==> src/rtl/frame_buf_pkg.sv <==
// rtl/frame_buf_pkg.sv - shared defaults, state encoding and address helper for the frame write scheduler
package frame_buf_pkg;

    localparam int          BURST_LEN_DEF    = 16;
    localparam int          FIFO_DEPTH_DEF   = 64;
    localparam int          FRAME_PIXELS_DEF = 76800;
    localparam logic [31:0] BASE0_DEF        = 32'h1000_0000;
    localparam logic [31:0] BASE1_DEF        = 32'h1002_5800;
    localparam int          BYTES_PER_PIXEL  = 2;

    typedef enum logic [1:0] {
        ST_SYNC = 2'd0,
        ST_FILL = 2'd1,
        ST_REQ  = 2'd2,
        ST_XFER = 2'd3
    } fws_state_e;

    function automatic logic [31:0] buf_base(input logic sel, input logic [31:0] b0, input logic [31:0] b1);
        return sel ? b1 : b0;
    endfunction

endpackage

==> src/rtl/pixel_fifo.sv <==
// rtl/pixel_fifo.sv - synchronous first-word-fall-through pixel FIFO with count and flush
module pixel_fifo #(
    parameter int WIDTH = 16,
    parameter int DEPTH = 64,
    localparam int AW = $clog2(DEPTH)
) (
    input  logic             clk,
    input  logic             rst,
    input  logic             flush,
    input  logic             push,
    input  logic [WIDTH-1:0] push_data,
    input  logic             pop,
    output logic [WIDTH-1:0] head,
    output logic [AW:0]      count,
    output logic             full,
    output logic             empty
);

    localparam logic [AW:0] FULL_CNT = DEPTH[AW:0];

    logic [WIDTH-1:0] mem_q [DEPTH];
    logic [WIDTH-1:0] mem_d [DEPTH];
    logic [AW-1:0]    wr_ptr_q, wr_ptr_d;
    logic [AW-1:0]    rd_ptr_q, rd_ptr_d;
    logic [AW:0]      count_q, count_d;
    logic             push_ok;
    logic             pop_ok;

    assign full  = (count_q == FULL_CNT);
    assign empty = (count_q == '0);
    assign count = count_q;
    assign head  = empty ? '0 : mem_q[rd_ptr_q];

    // Next-state: a push into a full FIFO is lost, a pop from an empty one does nothing; flush wins.
    always_comb begin
        mem_d    = mem_q;
        wr_ptr_d = wr_ptr_q;
        rd_ptr_d = rd_ptr_q;
        count_d  = count_q;
        push_ok  = push && !full;
        pop_ok   = pop && !empty;
        if (flush) begin
            wr_ptr_d = '0;
            rd_ptr_d = '0;
            count_d  = '0;
        end else begin
            if (push_ok) begin
                mem_d[wr_ptr_q] = push_data;
                wr_ptr_d        = wr_ptr_q + 1'b1;
            end
            if (pop_ok) begin
                rd_ptr_d = rd_ptr_q + 1'b1;
            end
            case ({push_ok, pop_ok})
                2'b10:   count_d = count_q + 1'b1;
                2'b01:   count_d = count_q - 1'b1;
                default: count_d = count_q;
            endcase
        end
    end

    // Storage, pointers and occupancy registers.
    always_ff @(posedge clk) begin
        if (rst) begin
            for (int i = 0; i < DEPTH; i++) begin
                mem_q[i] <= '0;
            end
            wr_ptr_q <= '0;
            rd_ptr_q <= '0;
            count_q  <= '0;
        end else begin
            for (int i = 0; i < DEPTH; i++) begin
                mem_q[i] <= mem_d[i];
            end
            wr_ptr_q <= wr_ptr_d;
            rd_ptr_q <= rd_ptr_d;
            count_q  <= count_d;
        end
    end

endmodule

==> src/rtl/frame_write_sched.sv <==
// rtl/frame_write_sched.sv - double-buffered frame write burst scheduler (FWS_STATS_EN adds frame_cnt/drop_cnt)
module frame_write_sched
    import frame_buf_pkg::*;
#(
    parameter int          BURST_LEN    = BURST_LEN_DEF,
    parameter int          FIFO_DEPTH   = FIFO_DEPTH_DEF,
    parameter int          FRAME_PIXELS = FRAME_PIXELS_DEF,
    parameter logic [31:0] BASE0        = BASE0_DEF,
    parameter logic [31:0] BASE1        = BASE1_DEF
) (
    input  logic        p_clock,
    input  logic        rst,
    input  logic [15:0] pixel_data,
    input  logic        pixel_valid,
    input  logic        frame_done,
    output logic        burst_req,
    output logic [31:0] burst_addr,
    input  logic        burst_ack,
    input  logic        rd_en,
    output logic [15:0] rd_data,
    output logic        buf_sel,
    output logic [31:0] disp_base,
    output logic        frame_drop,
    output logic        overflow
`ifdef FWS_STATS_EN
    ,
    output logic [15:0] frame_cnt,
    output logic [15:0] drop_cnt
`endif
);

    localparam int          CW          = $clog2(FIFO_DEPTH) + 1;
    localparam int          PCW         = $clog2(BURST_LEN + 1);
    localparam logic [CW-1:0]  BURST_CNT = CW'(BURST_LEN);
    localparam logic [PCW-1:0] POP_LAST  = PCW'(BURST_LEN - 1);
    localparam logic [31:0] BURST_BYTES = 32'(BURST_LEN * BYTES_PER_PIXEL);
    localparam logic [31:0] FRAME_BYTES = 32'(FRAME_PIXELS * BYTES_PER_PIXEL);
    localparam logic [31:0] FRAME_PIX_C = 32'(FRAME_PIXELS);

    fws_state_e     state_q, state_d;
    logic           fd_q, fd_d;
    logic [31:0]    offset_q, offset_d;
    logic [PCW-1:0] pop_cnt_q, pop_cnt_d;
    logic           pend_q, pend_d;
    logic           bad_q, bad_d;
    logic [31:0]    pix_cnt_q, pix_cnt_d;
    logic           buf_sel_q, buf_sel_d;
    logic [31:0]    disp_base_q, disp_base_d;
    logic           burst_req_q, burst_req_d;
    logic [31:0]    burst_addr_q, burst_addr_d;
    logic           frame_drop_q, frame_drop_d;
    logic           overflow_q, overflow_d;
`ifdef FWS_STATS_EN
    logic [15:0]    frame_cnt_q, frame_cnt_d;
    logic [15:0]    drop_cnt_q, drop_cnt_d;
`endif

    logic          fd_rise, fd_fall;
    logic          pix_in, pop_eff, burst_done, boundary;
    logic          fifo_push, pix_drop;
    logic [31:0]   off_inc;
    logic          burst_fits;
    logic [CW-1:0] fifo_count;
    logic          fifo_full, fifo_empty;

    assign fd_rise    = frame_done && !fd_q;
    assign fd_fall    = !frame_done && fd_q;
    assign pix_in     = pixel_valid && (state_q != ST_SYNC);
    assign pop_eff    = rd_en && (state_q == ST_XFER) && !fifo_empty;
    assign burst_done = pop_eff && (pop_cnt_q == POP_LAST);
    assign boundary   = ((state_q == ST_FILL) && fd_rise) || (burst_done && (pend_q || fd_rise));
    assign fifo_push  = pix_in && !boundary;
    assign pix_drop   = fifo_push && fifo_full;
    assign off_inc    = offset_q + BURST_BYTES;
    assign burst_fits = (off_inc <= FRAME_BYTES);

    pixel_fifo #(
        .WIDTH (16),
        .DEPTH (FIFO_DEPTH)
    ) u_fifo (
        .clk       (p_clock),
        .rst       (rst),
        .flush     (boundary),
        .push      (fifo_push),
        .push_data (pixel_data),
        .pop       (pop_eff),
        .head      (rd_data),
        .count     (fifo_count),
        .full      (fifo_full),
        .empty     (fifo_empty)
    );

    // Scheduler next-state: burst sequencing, deferred frame boundaries and buffer swap decision.
    always_comb begin
        state_d      = state_q;
        fd_d         = frame_done;
        offset_d     = offset_q;
        pop_cnt_d    = pop_cnt_q;
        pend_d       = pend_q;
        bad_d        = bad_q;
        pix_cnt_d    = pix_cnt_q;
        buf_sel_d    = buf_sel_q;
        disp_base_d  = disp_base_q;
        burst_req_d  = burst_req_q;
        burst_addr_d = burst_addr_q;
        frame_drop_d = 1'b0;
        overflow_d   = overflow_q;
`ifdef FWS_STATS_EN
        frame_cnt_d  = frame_cnt_q;
        drop_cnt_d   = drop_cnt_q;
`endif

        if (fifo_push) begin
            pix_cnt_d = pix_cnt_q + 32'd1;
        end
        if (pix_drop) begin
            overflow_d = 1'b1;
            bad_d      = 1'b1;
        end

        case (state_q)
            ST_SYNC: begin
                if (fd_fall) begin
                    state_d = ST_FILL;
                end
            end
            ST_FILL: begin
                // A burst past the end of the frame is never requested; its pixels wait for the flush.
                if (!fd_rise && (fifo_count >= BURST_CNT) && burst_fits) begin
                    state_d      = ST_REQ;
                    burst_req_d  = 1'b1;
                    burst_addr_d = buf_base(buf_sel_q, BASE0, BASE1) + offset_q;
                end
            end
            ST_REQ: begin
                if (fd_rise) begin
                    pend_d = 1'b1;
                end
                if (burst_ack) begin
                    state_d     = ST_XFER;
                    burst_req_d = 1'b0;
                end
            end
            ST_XFER: begin
                if (fd_rise) begin
                    pend_d = 1'b1;
                end
                if (pop_eff) begin
                    pop_cnt_d = pop_cnt_q + 1'b1;
                end
                if (burst_done) begin
                    pop_cnt_d = '0;
                    offset_d  = burst_fits ? off_inc : FRAME_BYTES;
                    state_d   = ST_FILL;
                end
            end
            default: state_d = ST_SYNC;
        endcase

        // Frame boundary: flush leftovers, restart the frame, publish or drop the finished one.
        if (boundary) begin
            state_d   = ST_FILL;
            offset_d  = '0;
            pop_cnt_d = '0;
            pend_d    = 1'b0;
            pix_cnt_d = '0;
            bad_d     = 1'b0;
            if ((pix_cnt_q == FRAME_PIX_C) && !bad_q) begin
                disp_base_d = buf_base(buf_sel_q, BASE0, BASE1);
                buf_sel_d   = !buf_sel_q;
`ifdef FWS_STATS_EN
                frame_cnt_d = frame_cnt_q + 16'd1;
`endif
            end else begin
                frame_drop_d = 1'b1;
`ifdef FWS_STATS_EN
                drop_cnt_d   = drop_cnt_q + 16'd1;
`endif
            end
        end
    end

    // State and registered outputs; reset abandons any outstanding request.
    always_ff @(posedge p_clock) begin
        if (rst) begin
            state_q      <= ST_SYNC;
            fd_q         <= 1'b0;
            offset_q     <= '0;
            pop_cnt_q    <= '0;
            pend_q       <= 1'b0;
            bad_q        <= 1'b0;
            pix_cnt_q    <= '0;
            buf_sel_q    <= 1'b0;
            disp_base_q  <= BASE1;
            burst_req_q  <= 1'b0;
            burst_addr_q <= '0;
            frame_drop_q <= 1'b0;
            overflow_q   <= 1'b0;
`ifdef FWS_STATS_EN
            frame_cnt_q  <= '0;
            drop_cnt_q   <= '0;
`endif
        end else begin
            state_q      <= state_d;
            fd_q         <= fd_d;
            offset_q     <= offset_d;
            pop_cnt_q    <= pop_cnt_d;
            pend_q       <= pend_d;
            bad_q        <= bad_d;
            pix_cnt_q    <= pix_cnt_d;
            buf_sel_q    <= buf_sel_d;
            disp_base_q  <= disp_base_d;
            burst_req_q  <= burst_req_d;
            burst_addr_q <= burst_addr_d;
            frame_drop_q <= frame_drop_d;
            overflow_q   <= overflow_d;
`ifdef FWS_STATS_EN
            frame_cnt_q  <= frame_cnt_d;
            drop_cnt_q   <= drop_cnt_d;
`endif
        end
    end

    assign burst_req  = burst_req_q;
    assign burst_addr = burst_addr_q;
    assign buf_sel    = buf_sel_q;
    assign disp_base  = disp_base_q;
    assign frame_drop = frame_drop_q;
    assign overflow   = overflow_q;
`ifdef FWS_STATS_EN
    assign frame_cnt  = frame_cnt_q;
    assign drop_cnt   = drop_cnt_q;
`endif

endmodule

==> config.mk <==
export PLATFORM = sky130hd
export DESIGN_NAME = frame_write_sched
export DESIGN_NICKNAME = d
export VERILOG_FILES = /design/src/rtl/frame_buf_pkg.sv /design/src/rtl/pixel_fifo.sv /design/src/rtl/frame_write_sched.sv
export SDC_FILE = /design/constraint.sdc
export NUM_CORES = 2
export LEC_CHECK = 0
export BUFFER_PORTS_ARGS = -buffer_cell sky130_fd_sc_hd__buf_2
export CORE_MARGIN = 2
export CORE_UTILIZATION = 27
export DETAILED_ROUTE_END_ITERATION = 10
export SLEW_MARGIN = 0
export SYNTH_ARGS = -nofsm -noshare
export SYNTH_HDL_FRONTEND = slang
export SYNTH_SLANG_ARGS = --single-unit
export TNS_END_PERCENT = 20
==> constraint.sdc <==
create_clock -name p_clock -period 4.85 [get_ports p_clock]
set_clock_uncertainty 0.15 [all_clocks]
set_input_delay 0.7275 -clock p_clock [delete_from_list [all_inputs] [get_ports p_clock]]
set_output_delay 0.7275 -clock p_clock [all_outputs]
set_load 0.02 [all_outputs]
# ---- After elaboration in Yosys (flattened, before gate mapping)
# Cells that the tools add are included.
dict set report op_classes {
  add_sub_neg 8
  order_cmp 5
  n_eq_ne 16
  muxes 22
  bitwise 3
  reduce_logical 44
}
# operator n
set ops {}
lappend ops {{$bwmux W1024} 1}
lappend ops {{$bmux W16 S6} 1}
lappend ops {{$demux W16 S6} 1}
lappend ops {{$mux W16} 4}
lappend ops {{$add A32 B1 Y32 const B} 1}
lappend ops {{$add A32 B32 Y32} 1}
lappend ops {{$add A32 B6 Y32 const B} 1}
lappend ops {{$eq A32 B17 Y1 const B} 1}
lappend ops {{$le A32 B18 Y1 const B} 1}
lappend ops {{$mux W32} 1}
lappend ops {{$mux W18} 1}
lappend ops {{$logic_and A1 B1 Y1} 16}
lappend ops {{$ge A7 B7 Y1 const B} 2}
lappend ops {{$not A6 Y7} 2}
lappend ops {{$pmux W7 S2} 1}
lappend ops {{$add A6 B1 Y6 const B} 2}
lappend ops {{$reduce_and A2 Y1} 6}
lappend ops {{$mux W5} 2}
lappend ops {{$ne A3 B3 Y1 const B} 3}
lappend ops {{$logic_not A1 Y1} 8}
lappend ops {{$mux W2} 4}
lappend ops {{$pmux W2 S4} 1}
lappend ops {{$reduce_and A4 Y1} 2}
lappend ops {{$reduce_bool A2 Y1} 4}
lappend ops {{other kinds (20)} 31}
dict set report totals {
  ff_bits 1185
  inputBits 22
  output_inout_bits 84
  elab_cells 179
}

# ---- Longest topological paths before layout
dict set report depth {
  depth_word 11
  ltp_mapped 17
  ltp_nobuf 17
}

# ---- Hierarchy
# A second synthesis with hierarchy kept.
dict set report hier_totals {
  hier_cells 5454
  hier_area_um2 50617.3
}
# module instances cells_per_inst area_each_um2 seq_area_each_um2
set by_module_without_submodules {}
lappend by_module_without_submodules {pixel_fifo 1 4842 45331.0 20880.0}
lappend by_module_without_submodules {frame_write_sched 1 612 5286.3 2021.9}

# ---- Worst setup path before layout
# No wires, ideal clock.
dict set report synth_path {
  kind {reg-to-output}
  startpoint {register u_fifo.rd_ptr_q[0]}
  endpoint {output rd_data[0]}
  t_arrival_ns 3.249
  required_ns 3.973
  path_slack_ns 0.724
  path_stages_with_launch 8
  n_path_buf 3
  path_cell_list {dfxtp_1 > clkbuf_1 > buf_1 > buf_1 > mux4_2 > mux4_2 > mux4_2 > and2_1}
}
dict set report synth_between {
  elab_chain_len 5
}
# item line
set synth_lines {}
lappend synth_lines {{start, declared} pixel_fifo.sv:24} ;# logic [AW-1:0] rd_ptr_q, rd_ptr_d;
lappend synth_lines {{start signal, assigned} pixel_fifo.sv:76} ;# rd_ptr_q <= rd_ptr_d;
lappend synth_lines {{$not A6 Y7 (not written as such)} pixel_fifo.sv:32} ;# assign head = empty ? '0 : mem_q[rd_ptr_q];
lappend synth_lines {{$bmux W16 S6} pixel_fifo.sv:32}
lappend synth_lines {{$mux W16 (not written as such) (2 in series)} pixel_fifo.sv:32}
lappend synth_lines {{$mux W16} pixel_fifo.sv:32}
lappend synth_lines {{end, declared} frame_write_sched.sv:20} ;# output logic [15:0] rd_data,
# No other way between the ends. The select of a mux whose other input is x is not followed.

# ---- Worst setup path in the final report
dict set report layout_path {
  startpoint {register u_fifo.rd_ptr_q[0]}
  endpoint {output rd_data[14]}
}
# The elaborated chain is that of the path after synthesis.

==> results.yml <==
layout:
  seqCellArea_um2: 22900
  nets: 5283
  synthToLayoutAreaGrowth_pct: 13.4
  multi_input_area_um2: 25800
  nFillCells: 19400
  drive_gt1_frac: 0.158
  final_common_cell: "dfxtp_1"
  layout_common_cells: "1139 x dfxtp_1, 726 x nand2_1, 707 x a21oi_1, 686 x o21ai_0, 481 x nor2_1"
cts:
  cts_sinks: 1144
  htreeDepth: 3
  cts.reportedPaths.clkPinSlew_ns: 0.06
  hold_buffers: 0
  cts_tree: "done"
  clkLatencyLatePin_ns: 0.74
  clockBufferDepth: 3
  cts-root-buf: "clkbuf_16"
  numCtsBuffers: 119
run:
  cap_violations: 0
yosys:
  ys_types: 68
  synth_edf_count: 0
  syn_inst: 5443
  synth_top_area_cell: "dfxtp_1"
  synthesis.area_um2: 51200
  ys_ff_latch: 1144
  async_flop_share: 0
  syn_avg_cell_area_um2: 9.41
  ys_warn_count: 0
  yosys-top-cells-area: "dfxtp_1 45%, mux4_2 15%, mux2i_1 7.2%"
  synth_flop_cell: "dfxtp_1"
  netlist.area_leader.share: 0.447
  yosysSeqAreaShare: 0.447
timing:
  finalSetupTns_ns: 0
  worst_slew_pin_slew_ns: 1.28
  fmax_mhz: 212
  grt_setup_unrepaired: "no"
  post-route-period-util: 0.971
  slew_headroom: 0.147
  hold_viol_final: 0
  period_needed_ns: 4.71
  hold_ws_ns: 0.0718
  setup_violations: 0
  slew_viol_final: 0
setup_path:
  cp-start-kind: "flip-flop"
  crit_path_end_kind: "primary output"
  r2r_slack_ns: 0.55
  arrival_ns: 3.83
  critPathMaxFanout: 21
  critical_path_required_ns: 3.97
  critical_path_class: "reg -> out"
global_routing:
  grt_max_degree: 234
  grt_usage: 0.158
  grt_overflow: 0
  grt_pass1_vias: 38800
  antenna_found_initial: 7
  grt_pass1_wl_um: 240000
pwr:
  vdd_drop_max_mv: 0.351
  p_sw_mw: 4.89
  internal_power_mw: 15.1
  p_clk_frac: 0.473
  switching_share: 0.245
  combPwrFrac: 0.053
  seq_power_share: 0.474
  total_power_mw: 20.0
  p_leak_nw: 18.2
  power_density_nw_per_um2: 344
placed_design:
  numPortBuffers: 72
  hpwl_um: 94700
  gp_congestion: 0.823
routing:
  ant_nets: 0
  drc_errors: 0
  detail_route.wl_per_cell_um: 20.2
  drt_iter0_markers: 4196
  dr.pass1.iters: 8
  vias: 40700
  drt_wl_total_um: 158000
  post_drt_via_cell_ratio: 5.20
die:
  fp.dieW_um: 440
  fp.dieH_um: 440
  io_pins: 106
  rows: 159
  core_um2: 188000
  die_area_um2: 193000
  initial_core_util: 0.272
outcome:
  status: "completed"
min_path:
  min_path_type: "in -> reg"
## synth_stat cells, drive strengths merged (10+ instances only)
library cell / count
dfxtp: 1144
nand2: 728
a21oi: 707
o21ai: 686
nor2: 511
clkbuf: 419
mux2i: 367
mux4: 336
buf: 183
xor2: 32
inv: 27
and3: 26
nand3: 26
xnor2: 26
ha: 21
nand4: 19
and2: 18
nor4: 18
or3: 18
nor3: 17
o21a: 11
or2: 10
## state kept, by name, summed over array words and instances, names as in the netlist, 2 cells and up
name and count:
u_fifo.rd_ptr_q 6, pix_cnt_q 32, u_fifo.mem_q 1024, u_fifo.wr_ptr_q 6, offset_q 27, state_q 2
burst_addr 27, pop_cnt_q 5, u_fifo.count 7
## metrics by stage
step / worst slack [ns] / instance area [um2] / instances / util
3_3_place_gp: 0.617 / 53900 / 7604 / 0.286
5_1_grt: 0.0279 / 58100 / 7828 / 0.309
3_5_place_dp: 0.566 / 53900 / 7604 / 0.286
2_1_floorplan: 0.724 / 51400 / 5474 / -
4_1_cts: -0.0597 / 58000 / 7820 / 0.308
6_report: 0.141 / 58100 / 7830 / 0.309
## worst paths after layout
kind	to	start	cells past startpoint
hold reg to reg	pend_q	pend_q	2
hold / removal	fd_q	frame_done	2
setup / recovery	rd_data[14]	u_fifo.rd_ptr_q[0]	8
setup reg to reg	u_fifo.mem_q[210]	u_fifo.count[0]	10
## layout make-up
| class | count | share of cell area |
|---|---|---|
| multi-input combinational | 3701 | 0.443 |
| sequential | 1144 | 0.394 |
| clock buffer | 179 | 0.0620 |
| tap | 2495 | 0.0537 |
| timing repair buffer | 245 | 0.0361 |
| clock inverter | 35 | 0.00857 |
| inverter | 27 | 0.00174 |
| antenna | 4 | 0.000172 |
## worst max-delay path, stage by stage, from the launching register on
cell and delay [ns]:
dfxtp_4 0.46, buf_12 0.17, buf_16 0.21, buf_4 0.29
mux4_2 0.52, mux4_2 0.56, mux4_2 0.51, and2_1 0.18
buf_2 0.15
## layer usage
metal	vias to the layer above	routed length (um)	global-route usage
li1	18600	-	-
met1	20400	67200	0.211
met2	1440	74800	0.257
met3	261	10800	0.0235
met4	2	5520	0.0602
met5	-	13	0
## kinds of logic after synthesis
group	after synthesis	synth area share
mux	704	0.220
simple gates	1432	0.119
xor+xnor	58	0.00991
fa+ha+maj	23	0.00591
compound gates	1451	0.145
other cells	2	0.000147
buf+inv	629	0.0535
flops	1144	0.447
## power by group through the flow
stage          registers (mW)  clock network, mW  logic (mW)
4_1_cts                  9.48               9.62        1.05
5_1_grt                  9.48               10.0        1.12
3_5_place_dp             9.69                  0        1.04
2_1_floorplan            9.67                  0       0.686
6_report                 9.48               9.45        1.06
3_3_place_gp             9.68                  0        1.03
## timing repair
item,CTS,global route
gates cloned,2,0
endpoints found under the hold margin,0,0
pin swaps,0,0
setup endpoints to repair,6,15
buffers inserted,0,6
resized for setup,2,0
No activity file was read; power rests on OpenSTA's default activity.
